### src/rtl/pwm_decoder.sv
// pwm_decoder: recovers the duty code of a 2^W-clock-period PWM line, one word per period.
// Define PWM_DEC_SYNC_EN to pass pwm_in through a 2-flop synchronizer (asynchronous input).
module pwm_decoder #(
    parameter int W = 4
) (
    input  logic         clk,
    input  logic         reset,
    input  logic         pwm_in,
    output logic [W-1:0] duty,
    output logic         duty_valid,
    output logic         period_err
);
    localparam logic [W:0] P   = {1'b1, {W{1'b0}}};
    localparam logic [W:0] ONE = {{W{1'b0}}, 1'b1};

    typedef enum logic [1:0] {IDLE, HIGH, LOW, STUCK} state_t;

    state_t     state, state_nx;
    logic       pwm_s, pwm_d;
    logic [W:0] per_cnt, per_nx;
    logic [W:0] hi_cnt, hi_nx;
    logic [W:0] run_cnt, run_nx;
    logic       ovf, ovf_nx;
    logic [W-1:0] duty_nx;
    logic       valid_nx, err_nx;
    logic       rise, fall, lo_to, hi_to;

`ifdef PWM_DEC_SYNC_EN
    logic sync1;
    always_ff @(posedge clk or posedge reset) begin
        if (reset) begin
            sync1 <= 1'b0;
            pwm_s <= 1'b0;
        end else begin
            sync1 <= pwm_in;
            pwm_s <= sync1;
        end
    end
`else
    always_ff @(posedge clk or posedge reset) begin
        if (reset) pwm_s <= 1'b0;
        else       pwm_s <= pwm_in;
    end
`endif

    always_ff @(posedge clk or posedge reset) begin
        if (reset) pwm_d <= 1'b0;
        else       pwm_d <= pwm_s;
    end

    function automatic logic [W:0] sat_inc(input logic [W:0] x);
        return (x == P) ? P : x + ONE;
    endfunction

    assign rise   = pwm_s & ~pwm_d;
    assign fall   = ~pwm_s & pwm_d;
    assign run_nx = (pwm_s != pwm_d) ? ONE : sat_inc(run_cnt);
    assign lo_to  = (run_nx == P) && !pwm_s;
    assign hi_to  = (run_nx == P) && pwm_s;

    always_comb begin
        state_nx = state;
        per_nx   = per_cnt;
        hi_nx    = hi_cnt;
        ovf_nx   = ovf;
        duty_nx  = duty;
        valid_nx = 1'b0;
        err_nx   = 1'b0;
        unique case (state)
            IDLE: begin
                if (rise) begin
                    per_nx   = ONE;
                    hi_nx    = ONE;
                    ovf_nx   = 1'b0;
                    state_nx = HIGH;
                end else if (lo_to) begin
                    duty_nx  = '0;
                    valid_nx = 1'b1;
                end
            end
            HIGH: begin
                if (hi_to) begin
                    duty_nx  = '1;
                    err_nx   = 1'b1;
                    state_nx = STUCK;
                end else if (fall) begin
                    per_nx   = sat_inc(per_cnt);
                    state_nx = LOW;
                end else begin
                    per_nx = sat_inc(per_cnt);
                    hi_nx  = sat_inc(hi_cnt);
                end
            end
            LOW: begin
                if (rise) begin
                    // a window is good only if the rise lands exactly P samples after the last one
                    if (per_cnt == P && !ovf) begin
                        duty_nx  = hi_cnt[W-1:0];
                        valid_nx = 1'b1;
                    end else begin
                        err_nx = 1'b1;
                    end
                    per_nx   = ONE;
                    hi_nx    = ONE;
                    ovf_nx   = 1'b0;
                    state_nx = HIGH;
                end else if (lo_to) begin
                    duty_nx  = '0;
                    valid_nx = 1'b1;
                    state_nx = IDLE;
                end else if (per_cnt == P) begin
                    ovf_nx = 1'b1;
                end else begin
                    per_nx = per_cnt + ONE;
                end
            end
            STUCK: begin
                if (fall) state_nx = IDLE;
            end
            default: state_nx = IDLE;
        endcase
    end

    always_ff @(posedge clk or posedge reset) begin
        if (reset) begin
            state      <= IDLE;
            per_cnt    <= '0;
            hi_cnt     <= '0;
            run_cnt    <= '0;
            ovf        <= 1'b0;
            duty       <= '0;
            duty_valid <= 1'b0;
            period_err <= 1'b0;
        end else begin
            state      <= state_nx;
            per_cnt    <= per_nx;
            hi_cnt     <= hi_nx;
            // clearing on a low timeout spaces the zero-duty reports one period apart
            run_cnt    <= lo_to ? '0 : run_nx;
            ovf        <= ovf_nx;
            duty       <= duty_nx;
            duty_valid <= valid_nx;
            period_err <= err_nx;
        end
    end
endmodule
### config.mk
export PLATFORM = sky130hd
export DESIGN_NAME = pwm_decoder
export DESIGN_NICKNAME = d
export VERILOG_FILES = /design/src/rtl/pwm_decoder.sv
export SDC_FILE = /design/constraint.sdc
export NUM_CORES = 1
export LEC_CHECK = 0
export ABC_AREA = 1
export BUFFER_PORTS_ARGS = -buffer_cell sky130_fd_sc_hd__buf_2
export CAP_MARGIN = 40
export CELL_PAD_IN_SITES_DETAIL_PLACEMENT = 0
export CELL_PAD_IN_SITES_GLOBAL_PLACEMENT = 2
export CORE_ASPECT_RATIO = 0.5
export CORE_UTILIZATION = 27
export CTS_CLUSTER_DIAMETER = 30
export CTS_CLUSTER_SIZE = 24
export DETAILED_ROUTE_END_ITERATION = 10
export PLACE_DENSITY = 0.59
export SLEW_MARGIN = 10
export SYNTH_ARGS = -nofsm -noshare
export SYNTH_HDL_FRONTEND = slang
export SYNTH_SLANG_ARGS = --single-unit
### constraint.sdc
create_clock -name clk -period 2.55 [get_ports clk]
set_input_delay 0.51 -clock clk [delete_from_list [all_inputs] [get_ports clk]]
set_output_delay 0.51 -clock clk [all_outputs]
set_load 0.01 [all_outputs]
==> results of run 1 <==
==> worst reg2reg max path: cells and delay by family (launching register included) <==
kind	cells	cell delay [ns]
buffers and inverters	2	0.30
adder cells (fa/ha/maj)	1	0.40
flip-flops	1	0.49
AND/OR/NAND/NOR	7	0.77
==> cells in the mapped netlist (2+ instances only) <==
cell type   n  area (µm²)
o21ai_1     2        10.0
o21ai_0     9        45.0
nor2_4      3        33.8
ha_1       12         150
dfrtp_1    26         651
nand2_1    53         199
nor2_1     14        52.6
nand3_1    15        75.1
inv_1      34         128
a21oi_1    10        50.1
nand3_2     4        40.0
inv_2       2        7.51
a211oi_1    2        15.0
nand4_1     5        31.3
nand2_2     5        31.3
xor2_1      4        35.0
==> registers in the layout (all words and copies together) (netlist names) <==
signal / flops
duty: 4
duty_valid: 1
hi_cnt: 5
ovf: 1
per_cnt: 5
period_err: 1
pwm_d: 1
pwm_s: 1
run_cnt: 5
state: 2
==> per-stage QoR <==
step	power (mW)	hold slack [ns]	setup WS (ns)	util [%]	cell area, µm²
detailed placement	1.46	0.455	0.452	31.4	1780
finish	1.83	0.302	0.482	33.0	1870
global placement	1.48	0.451	0.561	31.4	1780
global route	2.02	0.331	0.248	33.0	1870
CTS	1.86	0.314	0.442	33.0	1870
floorplan	1.22	0.490	0.764	-	1640
==> area by class of cell <==
cell class / count / area, µm²
Fill cell: 608 / 3790
Timing Repair Buffer: 9 / 47.5
Clock buffer: 4 / 88.8
Inverter: 36 / 135
Sequential cell: 26 / 651
Multi-Input combinational cell: 147 / 853
Tap cell: 73 / 91.3
==> worst paths after layout <==
path / from / to / cells after the start
setup / recovery: pwm_s / duty[2] / 10
hold reg to reg: duty[0] / duty[0] / 2
hold / removal: reset / ovf / 3
max in group asynchronous: reset / hi_cnt[0] / 3
setup reg to reg: pwm_s / duty[2] / 10
min in group clk: pwm_in / pwm_s / 1
==> layout by cell type, fill, tap and decap left out <==
cell type	netlist	final
xor2_1	4	4
o32ai_1	1	1
nor2_1	14	14
nand3_2	4	4
nor4_1	1	1
inv_2	2	2
buf_4	0	1
nor2_4	3	3
xnor2_1	1	1
o21ai_1	2	2
a211oi_1	2	2
nor3_1	1	1
nand4_2	1	1
a21oi_1	10	10
nand2_1	53	53
nand4_4	1	1
ha_1	12	12
buf_2	0	8
dfrtp_1	26	26
inv_1	34	34
nand2_2	5	5
clkbuf_8	0	1
o21a_1	1	1
a21oi_2	1	1
nand4_1	5	5
o21ai_0	9	9
clkbuf_16	0	3
nand3_1	15	15
and3_1	1	1
==> metal layers <==
metal	global-route usage, %	vias to the layer above
li1	-	693
met1	19.0	598
met2	20.4	16
met3	3.19	2
met4	1.14	0
met5	0	-
==> power by group through the flow <==
stage	combinational, mW	sequential (mW)	clock [mW]
floorplan	0.634	0.590	0
global placement	0.882	0.596	0
detailed placement	0.865	0.594	0
CTS	0.869	0.587	0.405
global route	0.994	0.603	0.425
finish	0.857	0.587	0.388
==> cells by family after synthesis <==
kind of cell	Yosys count	synth area share, %
xor gates and xnor gates	5	2.67
AOI/OAI and AO/OA	26	8.86
buffers and inverters	36	8.24
adders and majority gates	12	9.16
and+or+nand+nor	104	31.4
DFF	26	39.7
==> impl_metrics.py, run 1 <==
metrics = {
    "finish": {
        "instances_no_fill": 295,
        "num_antenna_cells": 0,
        "drive_above_1_share_pct": 13.5,
        "area_delta_synth_final_pct": 13.9,
        "fin_nets": 238,
    },
    "synth": {
        "ys_ff_latch": 26,
        "syn_nets": 224,
        "yosysSeqAreaShare_pct": 39.7,
        "yosysUniqueCellTypes": 25,
        "synth-main-ff-cell": "dfrtp_1",
        "synth_area_per_cell_um2": 7.84,
        "synth_warnings": 0,
        "synth_area_um2": 1640,
        "synth-edff-count": 0,
        "synth_cells": 209,
        "synthArstFlopShare_pct": 100,
    },
    "clock_network": {
        "cts_made_buffers": 3,
        "cts.sinks": 26,
        "cts_resized": 0,
        "h-tree-depth": 1,
        "cts_tree": "yes",
        "insertion_delay_ns": 0.26,
        "cts_setup_buffers": 0,
        "cts_hold_buf": 0,
        "cts-root-buf": "clkbuf_16",
        "clk_pin_slew_ns": 0.07,
        "clockBufferDepth": 2,
    },
    "routing": {
        "drt_first_pass_iters": 4,
        "detail_route.wl_per_cell_um": 12.6,
        "met3_wirelength_um": 107,
        "wl_met1_um": 2090,
        "wl_um": 3720,
        "wl_met2_um": 1510,
        "drtIter0Drc": 47,
        "drc": 0,
        "top_layer": "met4",
        "antenna_left": 0,
        "num_vias": 1309,
        "via_per_inst": 4.44,
    },
    "floorplan": {
        "die_x_um": 112,
        "die_h_um": 57.1,
        "start_util_pct": 29.0,
        "num_rows": 19,
        "coreArea_um2": 5660,
        "boundaryPins": 9,
        "die_area_um2": 6410,
    },
    "pwr": {
        "leakage_nw": 0.984,
        "pwr-share-seq_pct": 32.0,
        "switching_share_pct": 44.3,
        "powerDensity_nw_per_um2": 982,
        "p_sw_uw": 811,
        "p_int_mw": 1.02,
        "power_frac_clock_pct": 21.2,
        "peakVddDrop_uv": 318,
        "p_comb_share_pct": 46.8,
    },
    "place": {
        "place_hpwl_um": 2920,
        "port_buffers": 8,
        "dp.cells": 291,
        "place_congestion": 0.771,
    },
    "run_status": {
        "outcome": "complete, no violations",
    },
    "sta": {
        "fin_crit_ns": 2.07,
        "setup_viol": 0,
        "fin_crit_sh_pct": 81.1,
        "report.final.hold_viol_count": 0,
        "finalClockSkew_ns": 0.00350,
        "drv_slew": 0,
        "fmax_mhz": 484,
        "setup_tns_ns": 0,
        "rsz0062_at_grt": "no",
        "worst_slew_pin_slew_ns": 0.410,
        "slew_headroom_pct": 72.5,
    },
    "setup_path": {
        "critPathMaxStageDelay_ns": 0.49,
        "worstSetupPathType": "register to register",
        "endpoint_kind": "register",
        "worstPathBufferInverterCount": 2,
        "crit_path_top_delay_cell": "dfrtp_1",
        "critPathRequiredTime_ns": 2.70,
        "r2r_setup_slack_ns": 0.48,
        "path_cells": "inv_1, ha_1, nand3_1, nand2_1, inv_1, nand3_2, nand2_1, nand4_2, nand2_1, nand2_1",
        "start_kind": "register",
        "crit_top_cell": "nand2_1",
        "crit_family": "simple AND/OR/NAND/NOR gates",
        "critical_path_arrival_ns": 2.22,
        "worstPathMaxFanout": 6,
    },
    "global_routing": {
        "globalRouteOverflowTotal": 0,
        "grt_pass1_vias": 1310,
        "grt.total_usage_pct": 13.0,
        "grt_pass1_wl_um": 6560,
        "antenna_found_initial": 0,
        "grt_max_degree": 27,
    },
    "min_path": {
        "holdCritPathClass": "input pin to async pin",
    },
    "job": {
        "maxCapViolCount": 0,
    },
}
(Power assumes the default switching activity.)
==> inputs of run 2 (changes only) <==
Settings changed: ABC_AREA 1 to 0, PLACE_DENSITY 0.59 to 0.55.
Clock period 2.55 ns to 2 ns, I/O delays scaled along.
==> run 2 against run 1 <==
The run now ends with setup timing left. Non-clock buffer count increased by 50. Global-route usage increased by 3.2 points. Worst setup slack got worse by 0.70 ns. Combinational power increased by 110%. Clock power increased by 21%. Critical path depth decreased by 2. Critical path type unchanged. Largest cell class unchanged. Largest power group unchanged.
==> impl_metrics.py, run 2 <==
metrics = {
    "place": {
        "place_congestion": 0.811,
        "port_buffers": 8,
        "place_hpwl_um": 3400,
        "postPlaceCellArea_um2": 2170,
    },
    "finish": {
        "area_delta_synth_final_pct": 44.7,
        "final_area_um2": 2390,
        "final_common_cell": "buf_4",
        "fin_nets": 250,
        "largest_registers": "hi_cnt x5, per_cnt x5, run_cnt x5",
        "layout_common_cells": "buf_4, dfrtp_1, nor2_1",
        "num_antenna_cells": 0,
        "fin_util_pct": 42.0,
        "drive_above_1_share_pct": 37.2,
    },
    "synth": {
        "synth_area_per_cell_um2": 9.54,
        "synth_warnings": 0,
        "synth_cells": 173,
        "synth.area.top_cells": "dfrtp_1, ha_1, nor2_1, inv_1, nand2_1",
        "synth-edff-count": 0,
        "synthTopCellsByCount": "dfrtp_1, nor2_1, inv_1, nand2_1, ha_1",
        "ys_ff_latch": 26,
        "yosysUniqueCellTypes": 41,
        "yosysTopAreaCell": "dfrtp_1",
        "syn_nets": 188,
        "yosysSeqAreaShare_pct": 39.4,
        "synth-main-ff-cell": "dfrtp_1",
        "synthArstFlopShare_pct": 100,
        "synth_top_area_share_pct": 39.4,
        "synth_area_um2": 1650,
        "synth.most_common_cell": "dfrtp_1",
    },
    "routing": {
        "wl_um": 4610,
        "via_per_inst": 4.89,
        "drt_first_pass_iters": 4,
        "detail_route.wl_per_cell_um": 15.0,
        "drc": 0,
        "num_vias": 1502,
        "drtIter0Drc": 55,
        "antenna_left": 0,
    },
    "global_routing": {
        "grt.total_usage_pct": 16.3,
        "grt_pass1_vias": 1549,
        "antenna_found_initial": 0,
        "grt_max_degree": 27,
        "grt_pass1_wl_um": 7920,
        "globalRouteOverflowTotal": 0,
    },
    "sta": {
        "report.final.hold_viol_count": 0,
        "finalClockSkew_ns": 0.00273,
        "fmax_mhz": 451,
        "fin_crit_sh_pct": 111,
        "worst_slew_pin_slew_ns": 0.433,
        "drv_slew": 0,
        "fin_crit_ns": 2.22,
        "setup_ws_ns": -0.216,
        "setup_viol": 17,
        "slew_headroom_pct": 71.1,
        "rsz0062_at_grt": "yes",
        "setup_tns_ns": -2.56,
    },
    "pwr": {
        "powerDensity_nw_per_um2": 1250,
        "switching_share_pct": 41.0,
        "pwr-share-seq_pct": 24.6,
        "p_int_mw": 1.77,
        "p_comb_share_pct": 59.7,
        "total_power_mw": 2.99,
        "leakage_nw": 1.18,
        "peakVddDrop_uv": 485,
        "power_frac_clock_pct": 15.7,
        "p_sw_mw": 1.23,
    },
    "setup_path": {
        "worstSetupPathType": "register to register",
        "critPathRequiredTime_ns": 2.21,
        "endpoint_kind": "register",
        "worstPathMaxFanout": 5,
        "critical_path_arrival_ns": 2.42,
        "r2r_setup_slack_ns": -0.22,
        "start_kind": "register",
    },
    "floorplan": {
        "num_rows": 19,
        "die_h_um": 57.3,
        "coreArea_um2": 5680,
        "die_x_um": 113,
        "start_util_pct": 29.0,
        "boundaryPins": 9,
        "die_area_um2": 6450,
    },
    "clock_network": {
        "clockBufferDepth": 2,
        "insertion_delay_ns": 0.27,
        "cts_made_buffers": 3,
        "cts-root-buf": "clkbuf_16",
        "clk_pin_slew_ns": 0.07,
        "h-tree-depth": 1,
        "cts.sinks": 26,
        "cts_tree": "yes",
    },
    "min_path": {
        "holdCritPathClass": "input pin to async pin",
    },
    "run_status": {
        "violations": "setup timing",
        "outcome": "complete, but fails checks",
    },
    "job": {
        "maxCapViolCount": 0,
    },
}
==> run 2: kinds of logic (layout without fill, tap and decap cells) <==
kind of cell / count (synthesis) / after routing / share of synthesized area (%)
AND/OR/NAND/NOR: 63 / 63 / 19.5
XOR/XNOR: 3 / 3 / 1.59
adder cells (fa/ha/maj): 12 / 12 / 9.10
AO/OA/AOI/OAI: 48 / 48 / 24.5
flip-flops: 26 / 26 / 39.4
multiplexers: 3 / 3 / 1.82
buffers and inverters: 18 / 79 / 4.09
==> run 2: worst paths after layout <==
path	startpoint	end	cells after the start
setup reg to reg	run_cnt[0]	per_cnt[4]	8
min in group clk	pwm_in	pwm_s	1
hold reg to reg	duty[0]	duty[0]	1
max in group asynchronous	reset	run_cnt[0]	3
hold / removal	reset	hi_cnt[0]	3
setup / recovery	run_cnt[0]	per_cnt[4]	8
==> run 2: timing repair <==
item,CTS,global route
hold buffers,0,0
endpoints found under the setup margin,19,20
buffers inserted,4,1
gates resized for setup,9,14
pin swaps,7,8
==> run 2: layer usage <==
metal	vias up	track usage, %	wire [µm]
li1	751	-	-
met2	17	25.7	1970
met4	0	1.71	11
met5	-	0	0
met3	2	4.78	157
met1	732	22.8	2470
==> run 2: through the flow <==
stage,setup WS [ns],std cells,hold WS (ns)
after global routing,-0.335,307,0.221
final,-0.216,307,0.190
after floorplan,-0.146,173,0.431
after global placement,-0.221,298,0.490
after detailed placement,-0.283,298,0.496
after CTS,-0.198,306,0.208
==> run 2: layout make-up <==
cell class / instances / area, µm²
sequential: 26 / 652
inverter: 16 / 60.1
multi-input combinational: 129 / 1070
fill: 564 / 3290
clock buffer: 4 / 78.8
tap: 73 / 91.3
timing repair buffer: 59 / 434
==> run 2: critical path, stage by stage, from the launching register on <==
cell and delay, ns:
dfrtp_2 0.44, ha_4 0.19, a21boi_1 0.13, a21o_1 0.20, a221oi_4 0.44, buf_4 0.20
o31ai_4 0.07, or4_1 0.40, nand2_1 0.07
==> run 2: power by group through the flow <==
stage	clock network, mW	logic (mW)	registers [mW]
detailed placement	0	1.56	0.743
global placement	0	1.58	0.740
finish	0.470	1.79	0.736
floorplan	0	0.867	0.738
CTS	0.496	1.66	0.735
global route	0.514	1.97	0.754
